[src/rtl/uart_pkg.sv]
// uart_pkg -- shared definitions for the UART transmit buffer slice.
//   DATA_W           : byte width carried through the FIFO and to the transmitter
//   FRAME_TICKS_DEF  : default baud ticks per frame (start + 8 data + stop)
//   tx_state_e       : transmit sequencer states
//   max_int()        : helper used to size counters shared by two limits
package uart_pkg;

    localparam int DATA_W          = 8;
    localparam int FRAME_TICKS_DEF = 10;

    typedef enum logic [1:0] {
        ST_IDLE = 2'd0,
        ST_LOAD = 2'd1,
        ST_SEND = 2'd2,
        ST_GAP  = 2'd3
    } tx_state_e;

    function automatic int max_int(input int a, input int b);
        return (a > b) ? a : b;
    endfunction

endpackage

[src/rtl/uart_sync_fifo.sv]
// uart_sync_fifo -- circular byte FIFO with registered status flags.
//   clk, rst_n       : system clock, asynchronous active-low reset
//   wr_en, wr_data   : push request; dropped (and flagged) while full
//   rd_en, rd_data   : pop request; rd_data always shows the current head
//   full, empty      : registered status, updated the cycle after an event
//   count            : registered number of stored bytes
//   overflow         : one-cycle pulse after a dropped write
module uart_sync_fifo
    import uart_pkg::*;
#(
    parameter int DEPTH = 8
) (
    input  logic                     clk,
    input  logic                     rst_n,
    input  logic                     wr_en,
    input  logic [DATA_W-1:0]        wr_data,
    input  logic                     rd_en,
    output logic [DATA_W-1:0]        rd_data,
    output logic                     full,
    output logic                     empty,
    output logic [$clog2(DEPTH):0]   count,
    output logic                     overflow
);

    localparam int AW = $clog2(DEPTH);
    localparam int CW = AW + 1;

    logic [DATA_W-1:0] mem_r [DEPTH];
    logic [AW-1:0]     wr_ptr_r;
    logic [AW-1:0]     rd_ptr_r;
    logic [CW-1:0]     count_r;
    logic [CW-1:0]     count_next_s;
    logic              full_r;
    logic              empty_r;
    logic              overflow_r;
    logic              wr_acc_s;
    logic              rd_acc_s;

    // A write is judged against the registered full flag, so a pop in the
    // same cycle never rescues a write that arrives while full.
    assign wr_acc_s = wr_en & ~full_r;
    assign rd_acc_s = rd_en & ~empty_r;

    // Next occupancy: simultaneous push and pop leave it unchanged.
    always_comb begin
        count_next_s = count_r;
        case ({wr_acc_s, rd_acc_s})
            2'b10:   count_next_s = count_r + CW'(1);
            2'b01:   count_next_s = count_r - CW'(1);
            default: count_next_s = count_r;
        endcase
    end

    // Pointers, occupancy and status flags; DEPTH is a power of two so the
    // pointers wrap DEPTH-1 -> 0 by natural overflow.
    always_ff @(posedge clk or negedge rst_n) begin
        if (!rst_n) begin
            wr_ptr_r   <= '0;
            rd_ptr_r   <= '0;
            count_r    <= '0;
            full_r     <= 1'b0;
            empty_r    <= 1'b1;
            overflow_r <= 1'b0;
        end else begin
            if (wr_acc_s) begin
                wr_ptr_r <= wr_ptr_r + AW'(1);
            end
            if (rd_acc_s) begin
                rd_ptr_r <= rd_ptr_r + AW'(1);
            end
            count_r    <= count_next_s;
            full_r     <= (count_next_s == CW'(DEPTH));
            empty_r    <= (count_next_s == CW'(0));
            overflow_r <= wr_en & full_r;
        end
    end

    // Byte storage.
    always_ff @(posedge clk or negedge rst_n) begin
        if (!rst_n) begin
            for (int i = 0; i < DEPTH; i++) begin
                mem_r[i] <= '0;
            end
        end else if (wr_acc_s) begin
            mem_r[wr_ptr_r] <= wr_data;
        end
    end

    assign rd_data  = mem_r[rd_ptr_r];
    assign full     = full_r;
    assign empty    = empty_r;
    assign count    = count_r;
    assign overflow = overflow_r;

endmodule

[src/rtl/uart_tx_buffer.sv]
// uart_tx_buffer -- queues bytes and feeds them one frame at a time to a
// UART transmitter, aligning each frame to the baud tick.
//   clk, rst         : system clock, asynchronous active-low reset
//   wr_en, wr_data   : byte push, one per cycle
//   tx_en            : one-cycle baud tick (clock enable only)
//   tx_data, tx_enb  : byte and frame enable towards the transmitter
//   full, empty,
//   count, overflow  : FIFO status
module uart_tx_buffer
    import uart_pkg::*;
#(
    parameter int DEPTH       = 8,
    parameter int FRAME_TICKS = FRAME_TICKS_DEF,
    parameter int GAP_TICKS   = 1
) (
    input  logic                     clk,
    input  logic                     rst,
    input  logic                     wr_en,
    input  logic [DATA_W-1:0]        wr_data,
    input  logic                     tx_en,
    output logic [DATA_W-1:0]        tx_data,
    output logic                     tx_enb,
    output logic                     full,
    output logic                     empty,
    output logic [$clog2(DEPTH):0]   count,
    output logic                     overflow
);

    localparam int TW = $clog2(max_int(FRAME_TICKS, GAP_TICKS) + 1);
    // The counter holds "ticks seen so far minus one", so the last tick of a
    // phase is recognised when it equals the phase length minus one.
    localparam logic [TW-1:0] FRAME_LAST = TW'(FRAME_TICKS - 1);
    localparam logic [TW-1:0] GAP_LAST   = TW'(GAP_TICKS - 1);

    tx_state_e         state_r;
    tx_state_e         state_next_s;
    logic [TW-1:0]     tick_cnt_r;
    logic [TW-1:0]     tick_next_s;
    logic [DATA_W-1:0] tx_data_r;
    logic [DATA_W-1:0] tx_data_next_s;
    logic              tx_enb_r;
    logic              tx_enb_next_s;
    logic              pop_s;
    logic [DATA_W-1:0] head_s;
    logic              fifo_empty_s;

    uart_sync_fifo #(
        .DEPTH (DEPTH)
    ) u_fifo (
        .clk      (clk),
        .rst_n    (rst),
        .wr_en    (wr_en),
        .wr_data  (wr_data),
        .rd_en    (pop_s),
        .rd_data  (head_s),
        .full     (full),
        .empty    (fifo_empty_s),
        .count    (count),
        .overflow (overflow)
    );

    // Sequencer next-state and next register values.
    always_comb begin
        state_next_s   = state_r;
        tick_next_s    = tick_cnt_r;
        tx_data_next_s = tx_data_r;
        tx_enb_next_s  = tx_enb_r;
        pop_s          = 1'b0;
        case (state_r)
            ST_IDLE: begin
                // Baud ticks are ignored here; only a queued byte moves on.
                tx_enb_next_s = 1'b0;
                tick_next_s   = '0;
                if (!fifo_empty_s) begin
                    pop_s          = 1'b1;
                    tx_data_next_s = head_s;
                    state_next_s   = ST_LOAD;
                end else begin
                    state_next_s = ST_IDLE;
                end
            end
            ST_LOAD: begin
                // Frame starts on a tick so the first bit has full width.
                if (tx_en) begin
                    tick_next_s   = '0;
                    tx_enb_next_s = 1'b1;
                    state_next_s  = ST_SEND;
                end else begin
                    state_next_s = ST_LOAD;
                end
            end
            ST_SEND: begin
                if (tx_en) begin
                    if (tick_cnt_r == FRAME_LAST) begin
                        tick_next_s   = '0;
                        tx_enb_next_s = 1'b0;
                        state_next_s  = ST_GAP;
                    end else begin
                        tick_next_s = tick_cnt_r + TW'(1);
                    end
                end else begin
                    state_next_s = ST_SEND;
                end
            end
            ST_GAP: begin
                if (tx_en) begin
                    if (tick_cnt_r == GAP_LAST) begin
                        tick_next_s  = '0;
                        state_next_s = ST_IDLE;
                    end else begin
                        tick_next_s = tick_cnt_r + TW'(1);
                    end
                end else begin
                    state_next_s = ST_GAP;
                end
            end
            default: begin
                tick_next_s   = '0;
                tx_enb_next_s = 1'b0;
                state_next_s  = ST_IDLE;
            end
        endcase
    end

    // Sequencer state register.
    always_ff @(posedge clk or negedge rst) begin
        if (!rst) begin
            state_r <= ST_IDLE;
        end else begin
            state_r <= state_next_s;
        end
    end

    // Tick counter and registered transmitter-facing outputs.
    always_ff @(posedge clk or negedge rst) begin
        if (!rst) begin
            tick_cnt_r <= '0;
            tx_data_r  <= 8'h00;
            tx_enb_r   <= 1'b0;
        end else begin
            tick_cnt_r <= tick_next_s;
            tx_data_r  <= tx_data_next_s;
            tx_enb_r   <= tx_enb_next_s;
        end
    end

    assign tx_data = tx_data_r;
    assign tx_enb  = tx_enb_r;
    assign empty   = fifo_empty_s;

endmodule

[config.mk]
export PLATFORM = sky130hd
export DESIGN_NAME = uart_tx_buffer
export DESIGN_NICKNAME = d
export VERILOG_FILES = /design/src/rtl/uart_pkg.sv /design/src/rtl/uart_sync_fifo.sv /design/src/rtl/uart_tx_buffer.sv
export SDC_FILE = /design/constraint.sdc
export NUM_CORES = 1
export LEC_CHECK = 0
export BUFFER_PORTS_ARGS = -buffer_cell sky130_fd_sc_hd__buf_2
export CAP_MARGIN = 10
export CORE_UTILIZATION = 60
export DETAILED_ROUTE_END_ITERATION = 6
export PLACE_DENSITY = 0.9
export SYNTH_ARGS = -nofsm -noshare
export SYNTH_HDL_FRONTEND = slang
export SYNTH_SLANG_ARGS = --single-unit
[constraint.sdc]
create_clock -name clk -period 4.5 [get_ports clk]
set_input_delay 0.45 -clock clk [delete_from_list [all_inputs] [get_ports clk]]
set_output_delay 0.45 -clock clk [all_outputs]
set_load 0.02 [all_outputs]
# Word-level counts from Yosys, hierarchy flattened
# Cells that the tools add are included.
dict set report word_totals {
  out_inout_bits 16
  regBits 92
  elab_cells 81
  input_bits 12
}
dict set report op_classes {
  eq_ne 13
  n_bitwise 7
  magnitude_cmp 3
  reduce_logical 9
  mux 26
  n_addsub 5
}
# cell count
set ops {}
lappend ops {{$bwmux 64} 1}
lappend ops {{$bmux 8 s3} 1}
lappend ops {{$demux 8 s3} 1}
lappend ops {{$mux 8} 3}
lappend ops {{$mux 4} 5}
lappend ops {{$pmux 4 s4} 1}
lappend ops {{$mux 2} 5}
lappend ops {{$add 4x1->4 const B} 2}
lappend ops {{$eq 4x4->1 const B} 2}
lappend ops {{$ge 4x4->1 const B} 2}
lappend ops {{$logic_not 4->1} 2}
lappend ops {{$ne 2x2->1 const B} 4}
lappend ops {{$not 3->4} 2}
lappend ops {{$pmux 2 s4} 1}
lappend ops {{$pmux 4 s2} 1}
lappend ops {{$add 3x1->3 const B} 2}
lappend ops {{$eq 2x2->1 const B} 3}
lappend ops {{$mux 1} 6}
lappend ops {{$ne 3x3->1 const B} 2}
lappend ops {{$eq 2x1->1 const B} 2}
lappend ops {{$lt 4x1->1 const B} 1}
lappend ops {{$reduce_and 2->1} 2}
lappend ops {{$reduce_and 4->1} 1}
lappend ops {{$sub 4x1->4 const B} 1}
lappend ops {{other kinds (7)} 10}

# Depth between registers and ports, before layout
dict set report logic_depth {
  depth_word 6
  ltp_mapped 10
  mapped_depth_nobuf 9
}

# By module
# From an unflattened synthesis, not the netlist that was laid out.
dict set report unflattened {
  cells_unflattened 291
  hier_area_um2 4410.5
}
# module n_inst seq_area_each_um2 cells_each area_per_inst_um2
set modules_own_cells {}
lappend modules_own_cells {uart_sync_fifo 1 1928.1 229 3669.8}
lappend modules_own_cells {uart_tx_buffer 1 375.4 62 740.7}

# Least setup slack after synthesis
# OpenSTA, ideal clock, no wires.
dict set report synth_path {
  path_type {reg-to-reg}
  start {register state_r[1]}
  end {register u_fifo.full_r, in the netlist u_fifo.full}
  path_stages_with_launch 10
  n_path_buf 2
  required_time_ps 4401
  synth_period_minus_slack_ps 2499
  arrival_ps 2400
  slack_ps 2001
  path_cell_list {dfrtp_1 -> buf_6 -> or3_4 -> clkinv_4 -> ha_1 -> buf_2 -> or4b_1 -> nor4_2 -> nor4_1 -> a311oi_1}
}
dict set report synth_via {
  elab_chain_cells 6
  word_cells_on_any_way 7
}
# element line_no
set synth_lines {}
lappend synth_lines {{start, declared} uart_tx_buffer.sv:35} ;# tx_state_e state_r;
lappend synth_lines {{start signal, assigned} uart_tx_buffer.sv:130} ;# state_r <= state_next_s;
lappend synth_lines {{$logic_not 2->1 *} uart_tx_buffer.sv:69} ;# case (state_r)
lappend synth_lines {{$mux 1 *} uart_tx_buffer.sv:69}
lappend synth_lines {{$and 1x1->1 *} uart_sync_fifo.sv:42} ;# assign rd_acc_s = rd_en & ~empty_r;
lappend synth_lines {{$eq 2x1->1 / $eq 2x2->1 (equally long branches)} uart_sync_fifo.sv:47} ;# case ({wr_acc_s, rd_acc_s})
lappend synth_lines {{$pmux 4 s2 *} uart_sync_fifo.sv:47}
lappend synth_lines {{$eq 4x4->1 *} uart_sync_fifo.sv:72} ;# full_r <= (count_next_s == CW'(DEPTH));
lappend synth_lines {{end signal, assigned} uart_sync_fifo.sv:72}
lappend synth_lines {{end, declared} uart_sync_fifo.sv:33} ;# logic full_r;
# Mark *: on every way between the ends. The rest lies on a longest branch, timed or not.
# A chain may end at the register's enable or synchronous reset.

# Worst setup path after layout
dict set report layout_path {
  start {register u_fifo.full_r, in the netlist u_fifo.full}
  end {register u_fifo.full_r, in the netlist u_fifo.full}
}
dict set report layout_via {
  elab_chain_cells 5
  word_cells_on_any_way 6
}
# element line_no
set layout_lines {}
lappend layout_lines {{$not 1->1 *} uart_sync_fifo.sv:41} ;# assign wr_acc_s = wr_en & ~full_r;
lappend layout_lines {{$and 1x1->1 *} uart_sync_fifo.sv:41}
lappend layout_lines {{$eq 2x1->1 / $eq 2x2->1 (equally long branches)} uart_sync_fifo.sv:47}
lappend layout_lines {{$pmux 4 s2 *} uart_sync_fifo.sv:47}
lappend layout_lines {{$eq 4x4->1 *} uart_sync_fifo.sv:72}
# Marks and branches as above.

==> impl_metrics.json <==
{
  "fin_crit_ns": 2.84,
  "grt_usage_pct": 24.8,
  "tns_ns": 0,
  "layout_common_cells": "dfrtp_1 (91), mux2_2 (65), nand2_1 (27)",
  "syn_inst": 317,
  "report.final.slew_viol_count": 0,
  "power.share.clock_pct": 16.7,
  "seq_power_share_pct": 44.8,
  "cts.clk_slew.worst_paths_ns": 0.09,
  "start_kind": "register",
  "finClkSkew_ns": 0.00813,
  "wire_per_inst_um": 18.8,
  "tightest_slew_ns": 1.13,
  "crit_chain": "nor2b_1 -> inv_2 -> ha_1 -> or4b_1 -> nor4_2 -> nor4_1 -> a311oi_1",
  "nets": 359,
  "antenna_found_initial": 0,
  "p_leak_nw": 2.05,
  "synth_area_leader_cell": "dfrtp_1",
  "timing.hold.ws_ns": 0.168,
  "clock_path_buffers": 2,
  "clockRootBuffer": "clkbuf_8",
  "synth-main-ff-cell": "dfrtp_1",
  "async_reset_ff_share_pct": 100,
  "cts_resized": 0,
  "dieArea_mm2": 0.00753,
  "synth.distinct_cells": 47,
  "p_int_mw": 2.32,
  "dp.final_hpwl_um": 5510,
  "p_sw_share_pct": 35.0,
  "synth_seq_cells": 92,
  "port_buffers": 27,
  "p_comb_share_pct": 38.6,
  "h-tree-depth": 3,
  "slew-limit-headroom_pct": 25.0,
  "p_sw_mw": 1.25,
  "avgViaCountPerCell": 6.07,
  "die_w_um": 86.8,
  "drt_iter0_markers": 115,
  "synth_top_cells_by_area": "dfrtp_1 (53%), mux2_2 (17%), mux4_2 (8.4%), nand2_1 (2.3%), ha_1 (2.0%)",
  "num_rows": 30,
  "finalPower_mw": 3.57,
  "synth_top_area_share_pct": 52.8,
  "io_pins": 28,
  "cts_tree": "yes",
  "routed_wl_um": 8290,
  "worstSetupPathType": "reg2reg",
  "route.detailed.drc": 0,
  "required_ns": 4.76,
  "hp-class": "in2async",
  "overflow": 0,
  "area_delta_synth_final_pct": 9.34,
  "worstPathMaxFanout": 9,
  "clock.fmax_mhz": 352,
  "drv_cap": 0,
  "synth-seq-area-share_pct": 53.4,
  "cp.arrival_ns": 3.10,
  "synth_fp_nets": 336,
  "cpMaxStageDelayCell": "or4b_1",
  "finalHoldViolCount": 0,
  "synth_edf_count": 0,
  "place_ws_ns": 1.53,
  "core_area_mm2": 0.00687,
  "cts_setup_buffers": 0,
  "die_height_um": 86.8,
  "fillCellCount": 475,
  "firstDrtPassIters": 4,
  "grt_pass1_vias": 2846,
  "synth_warnings": 0,
  "grt_max_degree": 60,
  "cp_slowest_stage_delay_ns": 0.55,
  "period_share_pct": 63.2,
  "clk_latency_ns": 0.35,
  "start_util_pct": 62.8,
  "rsz0062_at_grt": "no",
  "worst_ir_drop_vdd_v": 0.000342,
  "numClockSinks": 92,
  "final_common_cell": "dfrtp_1",
  "p_per_area_mw_per_mm2": 757,
  "detail-route-antenna-nets": 0,
  "grt_pass1_wl_um": 13800,
  "synth_area_mm2": 0.00431,
  "avgSynthCellArea_um2": 13.6,
  "drive_gt1_share_pct": 39.0,
  "finalSetupViolations": 0,
  "diodes": 0,
  "end_kind": "register",
  "status": "completed",
  "layout_setup_ws_ns": 1.66,
  "postCtsHoldBufs": 0,
  "cts_made_buffers": 9,
  "num_vias": 2669,
  "gp_congestion": 0.826
}
-- logic make-up after synthesis --
family	count (synthesis)	share of synthesized area [%]
AOI/OAI and AO/OA	35	5.34
muxes	89	27.2
and+or+nand+nor	64	8.07
buffers and inverters	22	2.35
DFF	92	53.4
xor gates and xnor gates	8	1.62
adders and majority gates	7	2.03
-- power groups by stage --
stage	registers [mW]	clock network, mW	logic, mW
after global routing	1.66	0.634	1.49
after detailed placement	1.62	0	1.38
after floorplan	1.48	0	1.16
final	1.60	0.595	1.38
after CTS	1.60	0.608	1.39
after global placement	1.58	0	1.30
-- sequential cells by signal, indices dropped and copies added (netlist names), 2 cells and up --
name and count:
state_r 2, tick_cnt_r 4, tx_data 8, u_fifo.count 4, u_fifo.mem_r 64, u_fifo.rd_ptr_r 3, u_fifo.wr_ptr_r 3
-- per-stage QoR --
stage,utilization (%),cell area (µm²),cells
floorplan,-,4310,317
global placement,65.6,4500,425
detailed placement,65.6,4500,425
CTS,68.7,4720,440
global route,68.7,4720,440
finish,68.7,4720,440
-- cells in the mapped netlist (all sizes together) (2+ instances only) --
cell	number
a21oi	7
buf	7
clkbuf	9
dfrtp	91
ha	7
inv	5
mux2	65
mux2i	8
mux4	16
nand2	27
nand2b	2
nand3	2
nand3b	3
nand4b	2
nor2	11
nor3	4
nor3b	2
nor4	4
o21a	2
o21ai	14
o31ai	2
xnor2	7
-- final timing paths --
check / from / endpoint / slack (ns) / cells past startpoint
max in group asynchronous: rst / u_fifo.mem_r[41] / 3.42 / 2
setup reg to reg: u_fifo.full / u_fifo.full / 1.66 / 7
hold reg to reg: tx_data[3] / tx_data[3] / 0.49 / 2
hold / removal: rst / u_fifo.overflow / 0.17 / 1
min in group clk: wr_en / u_fifo.overflow / 0.33 / 2
setup / recovery: u_fifo.full / u_fifo.full / 1.66 / 7
-- cell type report --
type                            instances  area (µm²)  share of cell area, %
Clock buffer                            9         124                   2.63
Multi-Input combinational cell        203        1910                   40.5
Clock inverter                          6        87.6                   1.86
Timing Repair Buffer                   28         145                   3.08
Inverter                                6        27.5                  0.584
Sequential cell                        92        2300                   48.8
Tap cell                               96         120                   2.55
-- worst max-delay path, delay by kind of cell, from the launching register on --
kind	cells	cell delay (ns)
buf+inv	1	0.20
simple gates	4	1.45
flops	1	0.39
fa+ha+maj	1	0.46
compound gates	1	0.25
-- routing by layer --
layer	up-vias	global-route usage [%]	wire [µm]
met5	-	0	0
li1	1201	-	-
met2	63	43.5	4420
met3	9	5.81	331
met4	0	7.27	75
met1	1396	30.6	3460
(Power assumes the default switching activity.)
